==> src/rtl/num2str.sv <==
// num2str: converts a 16-bit number to an ASCII decimal string, one character per handshake, 8'h00-terminated.
// Define NUM2STR_SIGNED_EN to treat Num as two's complement and emit a leading '-'.
module num2str (
    input  logic        Clk,
    input  logic        Rst,
    input  logic        Start,
    input  logic [15:0] Num,
    input  logic        CharAck,
    output logic        Ready,
    output logic [7:0]  Char,
    output logic        CharValid,
    output logic        Done
);
    typedef enum logic [2:0] {IDLE, INIT, SIGN, DIGIT, EMIT, TERM} state_t;

    state_t      state_q, state_d;
    logic [15:0] rem_q, rem_d;
    logic [3:0]  cnt_q, cnt_d;
    logic [2:0]  k_q, k_d;
    logic        neg_q, neg_d;
    logic        lead_q, lead_d;
    logic        done_q, done_d;
    logic        neg_in;
    logic [15:0] mag;
    logic [15:0] pow;

`ifdef NUM2STR_SIGNED_EN
    assign neg_in = Num[15];
`else
    assign neg_in = 1'b0;
`endif
    // 16'h8000 negates to itself, which read unsigned is exactly 32768
    assign mag = neg_in ? ~Num + 16'd1 : Num;

    always_comb begin
        pow = k_q == 3'd4 ? 16'd10000 :
              k_q == 3'd3 ? 16'd1000  :
              k_q == 3'd2 ? 16'd100   :
              k_q == 3'd1 ? 16'd10    : 16'd1;
    end

    always_comb begin
        state_d = state_q;
        rem_d   = rem_q;
        cnt_d   = cnt_q;
        k_d     = k_q;
        neg_d   = neg_q;
        lead_d  = lead_q;
        done_d  = 1'b0;
        case (state_q)
            IDLE: if (Start) begin
                state_d = INIT;
                rem_d   = mag;
                neg_d   = neg_in;
                k_d     = 3'd4;
                cnt_d   = 4'd0;
                lead_d  = 1'b1;
            end
            INIT: state_d = neg_q ? SIGN : DIGIT;
            SIGN: if (CharAck) state_d = DIGIT;
            DIGIT: begin
                if (rem_q >= pow) begin
                    rem_d = rem_q - pow;
                    cnt_d = cnt_q + 4'd1;
                end else if (cnt_q != 4'd0 || !lead_q || k_q == 3'd0) begin
                    state_d = EMIT;
                    lead_d  = 1'b0;
                end else begin
                    k_d = k_q - 3'd1;
                end
            end
            EMIT: if (CharAck) begin
                if (k_q == 3'd0) begin
                    state_d = TERM;
                end else begin
                    state_d = DIGIT;
                    k_d     = k_q - 3'd1;
                    cnt_d   = 4'd0;
                end
            end
            TERM: if (CharAck) begin
                state_d = IDLE;
                done_d  = 1'b1;
            end
            default: state_d = IDLE;
        endcase
    end

    always_ff @(posedge Clk or posedge Rst) begin
        if (Rst) begin
            state_q <= IDLE;
            rem_q   <= 16'd0;
            cnt_q   <= 4'd0;
            k_q     <= 3'd4;
            neg_q   <= 1'b0;
            lead_q  <= 1'b1;
            done_q  <= 1'b0;
        end else begin
            state_q <= state_d;
            rem_q   <= rem_d;
            cnt_q   <= cnt_d;
            k_q     <= k_d;
            neg_q   <= neg_d;
            lead_q  <= lead_d;
            done_q  <= done_d;
        end
    end

    assign Ready     = state_q == IDLE;
    assign CharValid = state_q == SIGN || state_q == EMIT || state_q == TERM;
    assign Char      = state_q == SIGN ? 8'h2D : state_q == EMIT ? {4'h3, cnt_q} : 8'h00;
    assign Done      = done_q;
endmodule

==> config.mk <==
export PLATFORM = sky130hd
export DESIGN_NAME = num2str
export DESIGN_NICKNAME = d
export VERILOG_FILES = /design/src/rtl/num2str.sv
export SDC_FILE = /design/constraint.sdc
export NUM_CORES = 1
export LEC_CHECK = 0
export CELL_PAD_IN_SITES_DETAIL_PLACEMENT = 0
export CELL_PAD_IN_SITES_GLOBAL_PLACEMENT = 1
export CORE_ASPECT_RATIO = 2
export CORE_UTILIZATION = 38
export DETAILED_ROUTE_END_ITERATION = 8
export GPL_TIMING_DRIVEN = 0
export MAX_ROUTING_LAYER = met4
export PLACE_DENSITY_LB_ADDON = 0.1
export REMOVE_ABC_BUFFERS = 1
export SLEW_MARGIN = 5
export SYNTH_ARGS = -nofsm -noshare
export SYNTH_HDL_FRONTEND = slang
export SYNTH_SLANG_ARGS = --single-unit
==> constraint.sdc <==
create_clock -name Clk -period 3.3 [get_ports Clk]
set_input_delay 0.99 -clock Clk [delete_from_list [all_inputs] [get_ports Clk]]
set_output_delay 0.99 -clock Clk [all_outputs]
set_load 0.01 [all_outputs]
==> implementation parameters <==
Parameter                              Value

Status
  Result of the run ... complete, no violations

STA
  Final number of hold-violating endpoints ... 0
  Final clock period utilization by the worst path ... between 90% and 100%
  Slew of the pin with the lowest slew margin ... between 1000 and 1500 ps
  Final setup violation count ... 0
  Shortest period the worst path allows ... about 3200 ps
  Number of pins with negative max-slew slack in the final report ... 0
  Max Clk Rate ... ~320 MHz
  Rel. slew slack ... 25.7%
  Clock Skew ... ~2.2 ps
  Setup_tns ... 0 ps

Yosys
  Yosys cell types ... 65
  Share of synthesized registers carrying an async set or reset ... 100%
  Number of flip-flops and latches in the synthesized netlist ... 28
  Average cell area after synthesis ... 7.97 sq um
  Synthesized area ... 2430 sq um
  Number of synthesis warnings ... 0
  EDFF count, synth ... 0
  Primary FF master, synth ... sky130_fd_sc_hd__dfrtp_1
  Post-Syn Instances ... about 310
  Register area share after synthesis ... slightly below 30%

Clocking
  Depth of the CTS H-tree ... 1
  Root Buffer ... sky130_fd_sc_hd__clkbuf_16
  Max Buffers Root-to-Sink ... 2
  Clock latency at the later pin of the worst-skew pair ... between 200 and 300 ps
  Clock tree from TritonCTS ... yes
  Post-CTS clock slew at the launch and capture registers of the worst setup and hold paths ... around 70 ps
  Num CTS Buffers ... 3
  Num Clock Sinks ... 28
  Count of hold buffers inserted by post-cts repair ... 0

Cells and area
  Commonest non-fill, non-tap cells in the layout ... 36 x sky130_fd_sc_hd__nand2_1, 35 x sky130_fd_sc_hd__nor2_1, 28 x sky130_fd_sc_hd__clkdlybuf4s50_1
  Post-layout net count ... 372
  Final non-filler cell area ... 2970 sq um
  P&R area growth vs syn ... 22.1%
  Multi-input gate area in the final layout ... 1660 sq um
  Number of fill cells ... ~630
  Inserted Diodes ... 0
  Share of post-route cells with drive strength above 1 ... 14.2%
  Most common cell after layout, fill and taps aside ... sky130_fd_sc_hd__nand2_1
  Area occupied by registers ... ~700 sq um

Critical path
  WP data required ... 3500 ps
  Endpoint arrival time on the critical path ... about 3400 ps
  Startpoint types ... register
  Endpoint kind of the worst setup timing path ... register
  Critical setup path kind ... reg2reg
  Register-to-register setup slack ... ~150 ps
  Highest fanout seen on the critical path ... 8

Routing
  1st-iter DRT viols ... 62
  DRC viols ... 0
  Final WL ... between 6 and 7 mm
  Routed vias/inst ... 5.43
  DR WL/cell ... 16.2 microns
  DR vias ... 2249
  DR pass1 iterations ... 4
  Final antenna-violating net count ... 0

Floorplan
  Ports ... 31
  Die Span Y ... roughly 120 microns
  Core Area ... 6110 sq um
  DIE AREA ... 6740 sq um
  Die extent in x ... about 60 microns
  Initial cell density of the core ... roughly two fifths
  Number of rows created at floorplan ... 40

Global route
  Grt total ovfl ... 0
  Maximum number of pins on one net before global-route repair ... 29
  Global routing usage summed across all routing layers ... 22.0%
  Antenna violations before repair ... 0
  Global-route wire length before repair ... between 10 and 15 mm
  Vias in the first global route ... ~2.2k

Placed design
  Cell area after placement ... around 2700 sq um
  Routability congestion estimate ... between 0.7 and 0.8
  Port bufs ... 28
  Half-perimeter wire length after placement ... approximately 4.7 mm

Worst hold path
  Path category of the worst min-delay check ... reg2reg

Job
  Max-capacitance violation count ... 0
what timing repair did:
item                                   in CTS  in global routing
gates cloned                                1                  0
endpoints found under the hold margin       0                  0
setup endpoints to repair                  25                 26
gates resized for setup                     9                  6
pin swaps                                   3                  2
setup buffers                               6                  2
final timing paths:
check,startpoint,to,depth (start not counted)
worst min register to register,lead_q$_DFFE_PP1P_,lead_q$_DFFE_PP1P_,2
min in group asynchronous,Rst,Done$_DFF_PP0_,2
worst max register to register,k_q[0]$_DFFE_PP0P_,rem_q[11]$_DFFE_PP0P_,14
worst max-delay path,k_q[0]$_DFFE_PP0P_,rem_q[11]$_DFFE_PP0P_,14
worst min-delay path,lead_q$_DFFE_PP1P_,lead_q$_DFFE_PP1P_,2
max in group asynchronous,Rst,rem_q[12]$_DFFE_PP0P_,2
per-stage QoR:
stage | utilization, % | hold WS [ps] | worst slack (ps) | std cells
2_1_floorplan | - | 457 | -130 | 289
3_3_place_gp | 44.7 | 466 | -812 | 401
3_5_place_dp | 44.9 | 477 | -809 | 402
4_1_cts | 48.0 | 489 | 14.4 | 412
5_1_grt | 48.6 | 518 | -3.17 | 414
6_report | 48.6 | 483 | 149 | 414
metal layers:
layer	track usage, %	wire length [microns]
met1	23.0	2570
met2	42.0	3840
met3	1.35	137
met4	7.46	135
met5	-	0
state kept, by name, summed over array words and instances, names as in the netlist:
signal,flops
cnt_q,4
lead_q,1
k_q,3
state_q,3
Done,1
rem_q,16
synthesized netlist by cell type (all sizes together) (2+ instances only):
master  number  area [sq um]
and2         4          25.0
o21ai       20           111
o221ai       2          17.5
nor2b        3          18.8
a22oi        2          20.0
ha          19           238
or2          3          18.8
nand4        3          18.8
and3         4          26.3
a31oi       10          62.6
dfstp        2          52.6
o211ai       2          15.0
nand2       37           139
clkbuf      10          37.5
o21a         2          15.0
o22ai        3          18.8
o311a        2          31.3
or3          2          17.5
nand3        7          35.0
o21bai       2          15.0
dfrtp       26           651
nor3         9          45.0
nor2        37           141
xnor2        4          35.0
a21oi       25           129
a211oi       4          30.0
nor3b        2          20.0
buf          7          55.1
or3b         2          17.5
a31o         3          26.3
nor4         3          18.8
inv         12          45.0
o31ai        3          36.3
nand2b       9          61.3
xor2         3          26.3
mux2i        3          30.0
a21o         2          15.0
worst max-delay path: stages (launching register included):
cell and delay [ps]:
sky130_fd_sc_hd__dfrtp_1 420, sky130_fd_sc_hd__inv_2 110, sky130_fd_sc_hd__ha_2 210, sky130_fd_sc_hd__nand2_4 90
sky130_fd_sc_hd__and3_1 200, sky130_fd_sc_hd__ha_1 210, sky130_fd_sc_hd__fa_2 350, sky130_fd_sc_hd__nand2b_2 220
sky130_fd_sc_hd__nand2b_2 80, sky130_fd_sc_hd__a211oi_1 100, sky130_fd_sc_hd__o311a_4 380, sky130_fd_sc_hd__o31ai_4 230
sky130_fd_sc_hd__buf_12 160, sky130_fd_sc_hd__a21boi_1 150, sky130_fd_sc_hd__a2bb2oi_1 150
kinds of logic after synthesis:
| kind of cell | Yosys count | share of synthesized area, % |
|---|---|---|
| xor+xnor | 7 | 2.52 |
| compound gates | 89 | 25.1 |
| fa+ha+maj | 20 | 10.6 |
| buf+inv | 29 | 5.66 |
| other cells | 1 | 0.154 |
| mux | 3 | 1.24 |
| simple gates | 128 | 25.8 |
| flops | 28 | 28.9 |
cell type report:
class	instances	area share, %
inverter	12	1.52
tap	84	3.54
clock buffer	3	2.53
multi-input combinational	250	56.0
sequential	28	23.7
timing repair buffer	37	12.7
Power is not shown: default switching activity piles up to over one toggle a cycle in this logic, so the estimate is an artifact.
